## src/rtl/systolic_pkg.sv

```systemverilog
`default_nettype none
// +----------------------------------------------------------------------------+
// | Module   : systolic_pkg                                                    |
// | Purpose  : Shared definitions for the systolic interpolator sequencer:     |
// |            FSM state encoding and default configuration constants.         |
// | Ports    : none (package)                                                  |
// | Revision : 1.0  initial release                                            |
// +----------------------------------------------------------------------------+
package systolic_pkg;

  // Default configuration
  localparam int C_WORDLENGTH = 16;
  localparam int C_NTAPS      = 8;
  localparam int C_MIN_GAP    = 18;

  // Gap timer width; covers the full legal MIN_GAP range of 4..255
  localparam int C_GAP_W      = 8;

  // Sequencer FSM encoding
  typedef enum logic [2:0] {
    ST_IDLE    = 3'd0,
    ST_ISSUE   = 3'd1,
    ST_SETTLE  = 3'd2,
    ST_CAPTURE = 3'd3,
    ST_GAP     = 3'd4
  } seq_state_t;

endpackage
`default_nettype wire

```

## src/rtl/systolic_gap_timer.sv

```systemverilog
`default_nettype none
// +----------------------------------------------------------------------------+
// | Module   : systolic_gap_timer                                              |
// | Purpose  : Loadable down-counter that spaces successive advance pulses.    |
// |            Counts down by one per clock and holds at zero.                 |
// | Ports    : clk30x  - system clock                                          |
// |            reset_n - asynchronous active-low reset                         |
// |            load    - load 'value' on the next edge                         |
// |            value   - reload value                                          |
// |            zero    - count has reached zero                                |
// | Revision : 1.0  initial release                                            |
// +----------------------------------------------------------------------------+
module systolic_gap_timer
  import systolic_pkg::*;
#(
  parameter int WIDTH = C_GAP_W
) (
  input  logic             clk30x,
  input  logic             reset_n,
  input  logic             load,
  input  logic [WIDTH-1:0] value,
  output logic             zero
);

  logic [WIDTH-1:0] r_count;

  always_ff @(posedge clk30x or negedge reset_n) begin
    if (!reset_n) begin
      r_count <= '0;
    end else if (load) begin
      r_count <= value;
    end else if (r_count != '0) begin
      r_count <= r_count - 1'b1;
    end
  end

  assign zero = (r_count == '0);

endmodule
`default_nettype wire

```

## src/rtl/systolic_sequencer.sv

```systemverilog
`default_nettype none
// +----------------------------------------------------------------------------+
// | Module   : systolic_sequencer                                              |
// | Purpose  : Sequencing controller for the 8-PE systolic interpolator        |
// |            wrapper. Buffers one incoming sample, issues rate-limited       |
// |            'donext' advance pulses and captures the interpolated result.   |
// | Ports    : clk30x, reset_n      - clock, async active-low reset            |
// |            run                  - enables issuing of new advances          |
// |            sample_valid/in      - sample strobe and value                  |
// |            filt_word            - wrapper output word                      |
// |            donext, pe_word      - advance pulse and word to the wrapper    |
// |            out_word, out_valid  - captured result and qualifier            |
// |            overflow             - sticky sample-dropped flag               |
// |            busy                 - advance in progress or sample pending    |
// |            drop_cnt             - saturating drop count (optional)         |
// | Config   : define SYSTOLIC_SEQ_DROPCNT_EN to add the drop_cnt output.      |
// | Revision : 1.0  initial release                                            |
// +----------------------------------------------------------------------------+
module systolic_sequencer
  import systolic_pkg::*;
#(
  parameter int WORDLENGTH = C_WORDLENGTH,
  parameter int MIN_GAP    = C_MIN_GAP,
  parameter int NTAPS      = C_NTAPS
) (
  input  logic                  clk30x,
  input  logic                  reset_n,
  input  logic                  run,
  input  logic                  sample_valid,
  input  logic [WORDLENGTH-1:0] sample_in,
  input  logic [WORDLENGTH-1:0] filt_word,
  output logic                  donext,
  output logic [WORDLENGTH-1:0] pe_word,
  output logic [WORDLENGTH-1:0] out_word,
  output logic                  out_valid,
  output logic                  overflow,
  output logic                  busy
`ifdef SYSTOLIC_SEQ_DROPCNT_EN
  ,
  output logic [7:0]            drop_cnt
`endif
);

  localparam int                 PRIME_W      = $clog2(NTAPS + 1);
  localparam logic [C_GAP_W-1:0] C_GAP_LOAD   = C_GAP_W'(MIN_GAP - 1);
  localparam logic [PRIME_W-1:0] C_PRIME_FULL = PRIME_W'(NTAPS);

  seq_state_t            r_state;
  seq_state_t            w_next_state;

  logic                  r_pend_full;
  logic [WORDLENGTH-1:0] r_pend_word;
  logic [WORDLENGTH-1:0] r_pe_word;
  logic [WORDLENGTH-1:0] r_out_word;
  logic                  r_out_valid;
  logic                  r_overflow;
  logic [PRIME_W-1:0]    r_prime_cnt;

  logic                  w_in_issue;
  logic                  w_issue_req;
  logic                  w_enter_issue;
  logic                  w_accept;
  logic                  w_drop;
  logic                  w_gap_zero;

  // A strobe arriving this cycle counts as pending for the issue decision,
  // so a sample strobed while idle is advanced on the very next cycle.
  assign w_in_issue    = (r_state == ST_ISSUE);
  assign w_issue_req   = run && (r_pend_full || sample_valid);
  assign w_enter_issue = (w_next_state == ST_ISSUE);

  // The buffer is emptied during ISSUE, so a strobe in that cycle is kept.
  assign w_accept      = sample_valid && (!r_pend_full || w_in_issue);
  assign w_drop        = sample_valid && !w_accept;

  // Timer is loaded on entry to ISSUE so the count reads MIN_GAP-1 during
  // ISSUE and reaches zero MIN_GAP-1 cycles later, in the last GAP cycle.
  systolic_gap_timer #(
    .WIDTH (C_GAP_W)
  ) u_gap_timer (
    .clk30x  (clk30x),
    .reset_n (reset_n),
    .load    (w_enter_issue),
    .value   (C_GAP_LOAD),
    .zero    (w_gap_zero)
  );

  // FSM: state register
  always_ff @(posedge clk30x or negedge reset_n) begin
    if (!reset_n) begin
      r_state <= ST_IDLE;
    end else begin
      r_state <= w_next_state;
    end
  end

  // FSM: next-state logic
  always_comb begin
    w_next_state = r_state;
    case (r_state)
      ST_IDLE:    if (w_issue_req) w_next_state = ST_ISSUE;
      ST_ISSUE:   w_next_state = ST_SETTLE;
      ST_SETTLE:  w_next_state = ST_CAPTURE;
      ST_CAPTURE: w_next_state = ST_GAP;
      // Falling straight through IDLE keeps the back-to-back period at
      // exactly MIN_GAP instead of MIN_GAP+1.
      ST_GAP: begin
        if (w_gap_zero) begin
          w_next_state = w_issue_req ? ST_ISSUE : ST_IDLE;
        end
      end
      default:    w_next_state = ST_IDLE;
    endcase
  end

  // FSM: outputs
  always_comb begin
    donext = w_in_issue;
    busy   = (r_state != ST_IDLE) || r_pend_full;
  end

  // Pending buffer, advance word, priming count and result capture
  always_ff @(posedge clk30x or negedge reset_n) begin
    if (!reset_n) begin
      r_pend_full <= 1'b0;
      r_pend_word <= '0;
      r_pe_word   <= '0;
      r_out_word  <= '0;
      r_out_valid <= 1'b0;
      r_overflow  <= 1'b0;
      r_prime_cnt <= '0;
    end else begin
      if (w_accept) begin
        r_pend_word <= sample_in;
        r_pend_full <= 1'b1;
      end else if (w_in_issue) begin
        r_pend_full <= 1'b0;
      end

      if (w_drop) begin
        r_overflow <= 1'b1;
      end

      // Word is presented during ISSUE so the wrapper sees it on the
      // donext edge; it is held until the next advance.
      if (w_enter_issue) begin
        r_pe_word <= r_pend_full ? r_pend_word : sample_in;
      end

      if (w_in_issue && (r_prime_cnt != C_PRIME_FULL)) begin
        r_prime_cnt <= r_prime_cnt + 1'b1;
      end

      r_out_valid <= 1'b0;
      if (r_state == ST_CAPTURE) begin
        r_out_word  <= filt_word;
        r_out_valid <= (r_prime_cnt == C_PRIME_FULL);
      end
    end
  end

  assign pe_word   = r_pe_word;
  assign out_word  = r_out_word;
  assign out_valid = r_out_valid;
  assign overflow  = r_overflow;

`ifdef SYSTOLIC_SEQ_DROPCNT_EN
  logic [7:0] r_drop_cnt;

  always_ff @(posedge clk30x or negedge reset_n) begin
    if (!reset_n) begin
      r_drop_cnt <= 8'd0;
    end else if (w_drop && (r_drop_cnt != 8'hFF)) begin
      r_drop_cnt <= r_drop_cnt + 8'd1;
    end
  end

  assign drop_cnt = r_drop_cnt;
`endif

endmodule
`default_nettype wire
```

## config.mk

```make
export PLATFORM = sky130hd
export DESIGN_NAME = systolic_sequencer
export DESIGN_NICKNAME = d
export VERILOG_FILES = /design/src/rtl/systolic_pkg.sv /design/src/rtl/systolic_gap_timer.sv /design/src/rtl/systolic_sequencer.sv
export SDC_FILE = /design/constraint.sdc
export NUM_CORES = 1
export LEC_CHECK = 0
export CAP_MARGIN = 20
export CORE_ASPECT_RATIO = 0.9
export CORE_MARGIN = 5
export CORE_UTILIZATION = 53
export DETAILED_ROUTE_END_ITERATION = 10
export PLACE_DENSITY = 0.85
export SLEW_MARGIN = 15
export SYNTH_ARGS = -nofsm -noshare
export SYNTH_HDL_FRONTEND = slang
export SYNTH_SLANG_ARGS = --single-unit
```

## constraint.sdc

```tcl
create_clock -name clk30x -period 7.45 [get_ports clk30x]
set_clock_uncertainty 0.2 [all_clocks]
set_input_delay 2.235 -clock clk30x [delete_from_list [all_inputs] [get_ports clk30x]]
set_output_delay 2.235 -clock clk30x [all_outputs]
set_load 0.02 [all_outputs]
```

==> qor.txt, run 1 <==
RSZ-0062 raised after global routing - no
Number of core rows - 25
Yosys top cell area share - 56.7%
CTS tree - built
Tcrit/Tclk final - 61.9%
Critical Path Source - r_state[0]$_DFF_PN0_
VDD IR max - 270 uV
Clk sink count - 66
Area delta synth->final - 32.7%
DR vias - 1,828
Vias per inst - 5.21
Core Box Area - 5290 um2
Gr ovfl total - 0
Total GRT Usage - 18.4%
Number of global-route vias before repair - 2,043
Final weighted congestion in routability-driven placement - 0.755
Setup TNS - 0 ns
Ys Warns - 0
WP data arrival - 2.17 ns
Top post-synthesis cells by area - dfrtp_1 57%, mux2_2 20%, mux2_4 5.2%
CP startpoint kind - flip-flop
TritonCTS Buffers - 9
First drt pass iteration count - 5
Worst Hold Class - reg -> reg
Leading area contributor after synthesis - dfrtp_1
Worst endpoint required time - 5.02 ns
Max-slew headroom - 42.5%
Final Non-Filler Cells - 351
Fin nets - 318
# hold bufs at CTS - 0
Reg-to-reg startpoint - r_pend_full$_DFFE_PN0P_
Die width - 88.1 um
Max-cap viol count - 0
#FFs+latches synth - 66
Post-synthesis mux area share - 26.8%
Seq/Total Area, Yosys - 56.7%
H-tree levels - 3
I/O Pins - 72
CTS Buffer Depth - 2
Pwr Total - 1770 uW
Starting DRC count in detailed routing - 68
CP max FO - 8
Drt wl/cell - 16.7 um
HP Start - overflow$_DFFE_PN0P_
Mapped Nets - 242
Initial Utilization - 55.1%
Fmax - 0.217 GHz
Fin crit period - 4.61 ns
Post-synthesis xor/xnor area fraction - 2.10%
Final wirelength - 5.87 mm
Root Buffer - clkbuf_8
Die ar. - 7080 um2
Slew Limit Fails - 0
DIE HEIGHT - 80.3 um
Remaining antenna violation count - 0
Post-synthesis simple-gate area fraction - 7.60%
Post-synthesis instance total - 203
Global-route wire length before repair - 9.76 mm
Outcome - completed
Least-Margin Pin Slew - 0.860 ns
Number of I/O port buffers - 71
Post-synthesis compound-gate area fraction - 3.09%
PostCTS Resize Cnt - 0
Skew-Pair Late Insertion Delay - 0.33 ns
Final Setup Violations - 0
Final Hold Vio Count - 0
Synthesized area per cell - 14.3 um2
Initial antenna violation count - 0
PD cells - 457 nW/um2
Largest family of logic cells by synthesized area - multiplexers
Clk slew on worst S/H paths - 0.07 ns
Synthesized area - 2910 um2
Post-CTS Setup Inserts - 0
Synth Area in Adders - 1.29%
Placement Setup Slack - 2.99 ns
Layout cells sized above 1 - 28.9%
# diodes - 0
Final WS setup - 2.84 ns
Lkg Pwr - 0.00166 uW
Cell variety after synth - 37
Largest net degree at the start of global routing - 67
Critical path endpoint category - output port
Setup CP Type - reg -> out
DRC - 0
Placed Cells - 335
Dpl hpwl - 4.03 mm
==> sequential cells by signal (all words and copies together), names as in the netlist <==
signal               flops
r_prime_cnt              4
out_word                16
pe_word                 16
r_pend_full              1
r_state                  3
u_gap_timer.r_count      8
out_valid                1
overflow                 1
r_pend_word             16
==> cell usage in the layout (no fill, tap or decap), drive strengths merged <==
| cell type | synthesis | layout |
|---|---|---|
| a2111o | 1 | 1 |
| a2111oi | 1 | 1 |
| a211oi | 1 | 1 |
| a21oi | 2 | 2 |
| a221oi | 1 | 1 |
| and2b | 1 | 1 |
| buf | 5 | 3 |
| bufinv | 0 | 1 |
| clkbuf | 3 | 14 |
| clkdlybuf4s50 | 0 | 70 |
| clkinv | 0 | 1 |
| dfrtp | 66 | 66 |
| ha | 3 | 3 |
| inv | 6 | 6 |
| mux2 | 65 | 65 |
| mux2i | 1 | 1 |
| nand2 | 8 | 8 |
| nand2b | 2 | 2 |
| nand3 | 4 | 4 |
| nand3b | 3 | 3 |
| nand4 | 1 | 1 |
| nor2 | 10 | 10 |
| nor2b | 1 | 1 |
| nor3 | 2 | 2 |
| nor3b | 1 | 1 |
| nor4b | 2 | 2 |
| o21ai | 2 | 2 |
| o21bai | 1 | 1 |
| o31ai | 1 | 1 |
| or3 | 1 | 1 |
| or4 | 1 | 1 |
| xnor2 | 6 | 6 |
| xor2 | 1 | 1 |
==> cell families after synthesis <==
group | after synthesis
mux | 66
flops | 66
simple gates | 37
buf+inv | 14
compound gates | 10
xor+xnor | 7
fa+ha+maj | 3
==> cell type report <==
| cell class | count | area [um2] |
|---|---|---|
| multi-input combinational | 123 | 1190 |
| clock buffer | 14 | 163 |
| inverter | 6 | 22.5 |
| timing repair buffer | 73 | 721 |
| fill | 357 | 1420 |
| sequential | 66 | 1650 |
| tap | 67 | 83.8 |
| clock inverter | 2 | 35.0 |
==> cells in the mapped netlist (all sizes together) <==
library cell	n
mux2	65
nor2	10
a221oi	1
buf	5
a21oi	2
nand4	1
or4	1
a211oi	1
nor4b	2
nor2b	1
a2111oi	1
and2b	1
nand3b	3
nor3b	1
nand2	8
xnor2	6
ha	3
mux2i	1
xor2	1
or3	1
nand2b	2
nand3	4
clkbuf	3
o21ai	2
dfrtp	66
a2111o	1
o21bai	1
nor3	2
inv	6
o31ai	1
==> metrics by stage <==
| stage | hold WS, ns | area [um2] | util [%] |
|---|---|---|---|
| CTS | 0.288 | 3870 | 73.1 |
| finish | 0.288 | 3870 | 73.1 |
| global route | 0.319 | 3870 | 73.1 |
| floorplan | 0.246 | 2910 | - |
| global placement | 0.265 | 3670 | 69.4 |
| detailed placement | 0.269 | 3670 | 69.4 |
==> path summary, 6_finish.rpt <==
check                      depth (start not counted)                         end  slack [ns]
min reg2reg                                        1        overflow$_DFFE_PN0P_        0.29
max in group asynchronous                          2     pe_word[11]$_DFFE_PN0N_        4.64
min in group asynchronous                          2  r_pend_word[9]$_DFFE_PN0P_        1.88
min                                                1        overflow$_DFFE_PN0P_        0.29
max reg2reg                                        4      pe_word[1]$_DFFE_PN0N_        4.63
max                                                2                      donext        2.84
==> worst max-delay path: stages, from the launching register on <==
cell and delay (ns):
dfrtp_1 0.52, nor3b_1 0.59, clkdlybuf4s50_1 0.73
==> metal layers <==
metal  track usage (%)  routed length (um)  share of wire (%)
met1              22.0                2500                 43
met2              31.4                3090                 53
met3              6.46                 200                3.4
met4              4.98                  68                1.2
met5                 0                   0                  0
==> report_power, final <==
| part | switching (uW) | internal (uW) |
|---|---|---|
| combinational | 336 | 456 |
| clock | 124 | 173 |
| sequential | 139 | 537 |
| total | 599 | 1170 |
Note: power is estimated with default switching activity, not from simulation.
==> inputs of run 2 (changes only) <==
--- a/config.mk
+++ b/config.mk
@@ -8,9 +8,9 @@
 export CAP_MARGIN = 20
 export CORE_ASPECT_RATIO = 0.9
 export CORE_MARGIN = 5
-export CORE_UTILIZATION = 53
+export CORE_UTILIZATION = 49
 export DETAILED_ROUTE_END_ITERATION = 10
-export PLACE_DENSITY = 0.85
+export PLACE_DENSITY = 0.79
 export SLEW_MARGIN = 15
 export SYNTH_ARGS = -nofsm -noshare
 export SYNTH_HDL_FRONTEND = slang
==> constraint.sdc (replaced) <==
create_clock -name clk30x -period 4.7 [get_ports clk30x]
set_clock_uncertainty 0.2 [all_clocks]
set_input_delay 1.41 -clock clk30x [delete_from_list [all_inputs] [get_ports clk30x]]
set_output_delay 1.41 -clock clk30x [all_outputs]
set_load 0.02 [all_outputs]
==> run 2 against run 1 <==
  * Wire length shrank 4.5%
  * Hold slack lost 0.013 ns
  * Count of clock-buffer cells in the layout shrank 1
  * Global-route usage shrank 2.1 points
  * Worst setup slack lost 1.9 ns
  * Die area grew 7.2%
  * Sequential share of layout area grew 0.083 points
  * Largest power group unchanged
==> qor.txt, run 2 (synthesized netlist as in run 1, its figures left out) <==
Outcome - completed
Global-route wire length before repair - 9.86 mm
Most frequent cells in the layout - 70 x clkdlybuf4s50_1, 66 x dfrtp_1, 51 x mux2_2
Dpl hpwl - 3.99 mm
CTS Buffer Depth - 2
Pwr Total - 2750 uW
Skew-Pair Late Insertion Delay - 0.33 ns
Largest net degree at the start of global routing - 40
Fin nets - 319
WP data arrival - 2.11 ns
Placement Setup Slack - 0.880 ns
Lkg Pwr - 0.00165 uW
Starting DRC count in detailed routing - 38
Max-cap viol count - 0
Worst endpoint required time - 3.09 ns
Final WS setup - 0.978 ns
Clk sink count - 66
Final Setup Violations - 0
PD cells - 714 nW/um2
Core Box Area - 5730 um2
Area of the multi-input gates - 1190 um2
Initial Utilization - 50.9%
Final Non-Filler Cells - 355
Initial antenna violation count - 0
Setup CP Type - reg -> out
Least-Margin Pin Slew - 0.894 ns
Die ar. - 7590 um2
Layout cells sized above 1 - 28.8%
Critical path endpoint category - output port
DR vias - 1,814
Setup TNS - 0 ns
Number of global-route vias before repair - 2,009
TritonCTS Buffers - 9
CTS tree - built
RSZ-0062 raised after global routing - no
Post-CTS Setup Inserts - 0
Final wirelength - 5.61 mm
Hold path depth - 1
Slew Limit Fails - 0
Final Hold Vio Count - 0
First drt pass iteration count - 5
H-tree levels - 3
HP Start - r_prime_cnt[3]$_DFFE_PN0P_
Hold_ws - 0.275 ns
PostCTS Resize Cnt - 0
Fin crit period - 3.72 ns
Vias per inst - 5.11
Most common cell after layout, fill and taps aside - clkdlybuf4s50_1
Hold Path End - r_prime_cnt[3]$_DFFE_PN0P_
CP max FO - 19
CP startpoint kind - flip-flop
VDD IR max - 376 uV
DIE HEIGHT - 83.1 um
Final weighted congestion in routability-driven placement - 0.751
Register area - 1650 um2
Tcrit/Tclk final - 79.2%
Drt wl/cell - 15.8 um
I/O Pins - 72
Internal reg-to-reg setup slack - 1.76 ns
Placed Cells - 339
Reg-to-reg startpoint - r_pend_full$_DFFE_PN0P_
DRC - 0
Remaining antenna violation count - 0
Critical R2R Capture - pe_word[14]$_DFFE_PN0N_
Max-slew headroom - 40.2%
Fmax - 0.269 GHz
FF-to-FF path depth - 4
# fillers - 444
# hold bufs at CTS - 0
Area delta synth->final - 32.5%
Die width - 91.3 um
# diodes - 0
Worst Hold Class - reg -> reg
Root Buffer - clkbuf_8
Number of I/O port buffers - 71
Clk slew on worst S/H paths - 0.07 ns
Gr ovfl total - 0
Total GRT Usage - 16.3%
Number of core rows - 26
[run 2: cell types whose count changed in the layout (fill, tap and decap cells not counted)]
cell | previous run | this run
buf_4 | 2 | 3
clkbuf_1 | 3 | 4
clkbuf_8 | 11 | 9
clkinv_2 | 1 | 2
[run 2: layout make-up]
type / instances / share of cell area [%]
clock inverter: 3 / 1.04
sequential: 66 / 42.8
timing repair buffer: 74 / 18.9
multi-input combinational: 123 / 30.8
clock buffer: 13 / 3.60
tap: 70 / 2.27
inverter: 6 / 0.584
[run 2: metrics by stage]
stage | area [um2] | utilization, %
after floorplan | 2910 | -
final | 3860 | 67.4
after global placement | 3680 | 64.3
after global routing | 3860 | 67.4
after detailed placement | 3680 | 64.3
after CTS | 3860 | 67.4
[run 2: worst max-delay path, stage by stage, from the launching register on]
cell             delay (ns)
dfrtp_1                0.68
or4_1                  0.53
clkdlybuf4s50_1        0.57
[run 2: layer usage]
layer	global-route usage [%]	up-vias	routed length [um]
li1	-	868	-
met1	20.9	902	2460
met2	25.6	36	2830
met3	4.43	8	216
met4	7.33	0	103
met5	0	-	0
[run 2: worst max path at each step]
stage | start | endpoint | slack [ns] | depth (start not counted)
finish | r_pend_full$_DFFE_PN0P_ | busy | 0.98 | 2
global route | r_state[0]$_DFF_PN0_ | donext | 0.79 | 2
CTS | r_pend_full$_DFFE_PN0P_ | busy | 0.93 | 2
detailed placement | sample_valid | pe_word[14]$_DFFE_PN0N_ | 0.88 | 5
global placement | sample_valid | pe_word[11]$_DFFE_PN0N_ | 0.90 | 5
floorplan | r_pend_full$_DFFE_PN0P_ | busy | 1.76 | 3
[run 2: report_power, final]
| group | internal, uW | switching, uW | total [uW] |
|---|---|---|---|
| clock network | 244 | 199 | 443 |
| logic | 726 | 527 | 1250 |
| registers | 850 | 208 | 1060 |
| total | 1820 | 934 | 2750 |
==> edit, RTL diff (flow settings as in run 2) <==
The package constant `C_WORDLENGTH` goes from 16 to 17.
--- a/src/rtl/systolic_pkg.sv
+++ b/src/rtl/systolic_pkg.sv
@@ -9,7 +9,7 @@
 package systolic_pkg;
 
   // Default configuration
-  localparam int C_WORDLENGTH = 16;
+  localparam int C_WORDLENGTH = 17;
   localparam int C_NTAPS      = 8;
   localparam int C_MIN_GAP    = 18;
 
Ports: changed (resized filt_word, out_word, pe_word and sample_in); port bits go from 72 to 76. The function was not compared with the original's and may differ.
==> edit against run 2 <==
Sequential share of layout area shrank 0.65 points. Final area grew 6.2%. Setup slack gained 0.18 ns. Total power grew 6.1%. Routed wire length grew 15%. Die area grew 8.0%. Largest cell class unchanged. Via count grew 13%. Area after synthesis grew 9.0%. Sequential cell count grew 3. Synthesized cell count grew 15%.
==> edit: results (changes against run 2) <==
qor: critical_path.worstReg2RegStart u_gap_timer.r_count[0]$_DFFE_PN0P_
qor: hold_path.hp-start overflow$_DFFE_PN0P_
qor: synth.post_synthesis_compound_gate_area_fraction 10.4% [+7.3 points]
qor: synth.ys_top_cells_by_count 69 x sky130_fd_sc_hd__dfrtp_1, 25 x sky130_fd_sc_hd__mux2_2, 20 x sky130_fd_sc_hd__a21oi_2, 20 x sky130_fd_sc_hd__mux2i_1, 17 x sky130_fd_sc_hd__a21oi_1
qor: critical_path.critical-path-max-stage-delay 0.56 ns [-0.12 ns]
qor: timing.slew_headroom 40.2% [about the same]
qor: critical_path.critical-path-slowest-cell sky130_fd_sc_hd__clkdlybuf4s50_1
qor: critical_path.worst-r2r-setup-slack 2.13 ns [+0.37 ns]
qor: synth.synth.net_count 275 [+14%]
qor: synth.synth_xor_area_share 1.65% [-0.45 points]
qor: global_route.largest_net_degree_at_the_start_of_global_routing 52 [+30%]
qor: timing.fmaxAchievable 282 MHz [+5.1%]
qor: global_route.via_count_of_the_first_global_routing_pass 2188 [+8.9%]
qor: global_route.grt_first_pass_wirelength 11.0 mm [+12%]
qor: placed_design.place_ws 1.15 ns [+0.273 ns]
qor: routing.avgViaCountPerCell 5.10 [-0.16%]
qor: synth.synthMuxAreaShare 19.9% [-6.9 points]
qor: routing.drt_iter0_markers 73 [+92%]
qor: hold_path.hold_path.class flop to flop
qor: placed_design.place.port_buffers 75 [+5.6%]
qor: pwr.worst_ir_drop_vdd 0.339 mV [-9.8%]
qor: pwr.static_leakage 1.81 nW [+9.6%]
qor: placed_design.routabilityCongestion 0.829 [+10%]
qor: critical_path.critical_path_launch_point r_state[1]$_DFF_PN0_
qor: critical_path.worstSetupEndpoint busy
qor: clocking.insertion_delay 0.34 ns
qor: synth.synth_adder_area_share 1.18% [-0.11 points]
qor: routing.detail_route.wl_per_cell 16.0 um [+1.5%]
qor: synth.synth_top_cells_by_area sky130_fd_sc_hd__dfrtp_1 54%, sky130_fd_sc_hd__mux2_2 8.9%, sky130_fd_sc_hd__mux2i_1 6.3%
qor: critical_path.worst_ep_arrival_time 1.93 ns [-0.18 ns]
qor: synth.synth_area_per_cell 13.6 sq um [-5.4%]
qor: hold_path.endpoint_of_the_worst_hold_timing_path overflow$_DFFE_PN0P_
qor: placed_design.detailedPlacementHpwl 4.54 mm [+14%]
qor: synth.synthDistinctLibCells 40 [+8.1%]
qor: routing.drtPass1Iterations 4 [-1]
qor: critical_path.ff2ff_path_depth 7 [+3]
qor: placed_design.numPlacedInstances 388 [+14%]
qor: synth.seq_area_frac_synth 54.4% [-2.3 points]
qor: finish.num-nets-final 353 [+11%]
qor: routing.vias 2056 [+13%]
qor: placed_design.detailed_place.area 3940 sq um [+7.0%]
qor: run_status.status finished, final reports clean
## edit: area by class of cell
| cell class | instances | area [sq um] |
|---|---|---|
| tap | 87 | 109 |
| inverter | 5 | 18.8 |
| timing repair buffer | 80 | 783 |
| clock buffer | 13 | 149 |
| clock inverter | 2 | 10.0 |
| sequential | 69 | 1730 |
| fill | 496 | 2120 |
| multi-input combinational | 147 | 1300 |
## edit: routing by layer
metal  wire [um]  vias up  track usage, %
li1            -      983               -
met1        2970     1022            23.8
met2        3140       43            26.7
met3         272        8            5.73
met4          73        0            5.37
met5           0        -               0
## edit: power breakdown
part | total (mW) | internal [mW] | switching, mW
clock network | 0.411 | 0.202 | 0.209
registers | 1.09 | 0.886 | 0.207
logic | 1.42 | 0.738 | 0.682
total | 2.92 | 1.83 | 1.10
## edit: worst max-delay path: cells and delay by family, from the launching register on
family                 cells  cell delay [ns]
buffers and inverters      1             0.56
AND/OR/NAND/NOR            1             0.53
flip-flops                 1             0.50
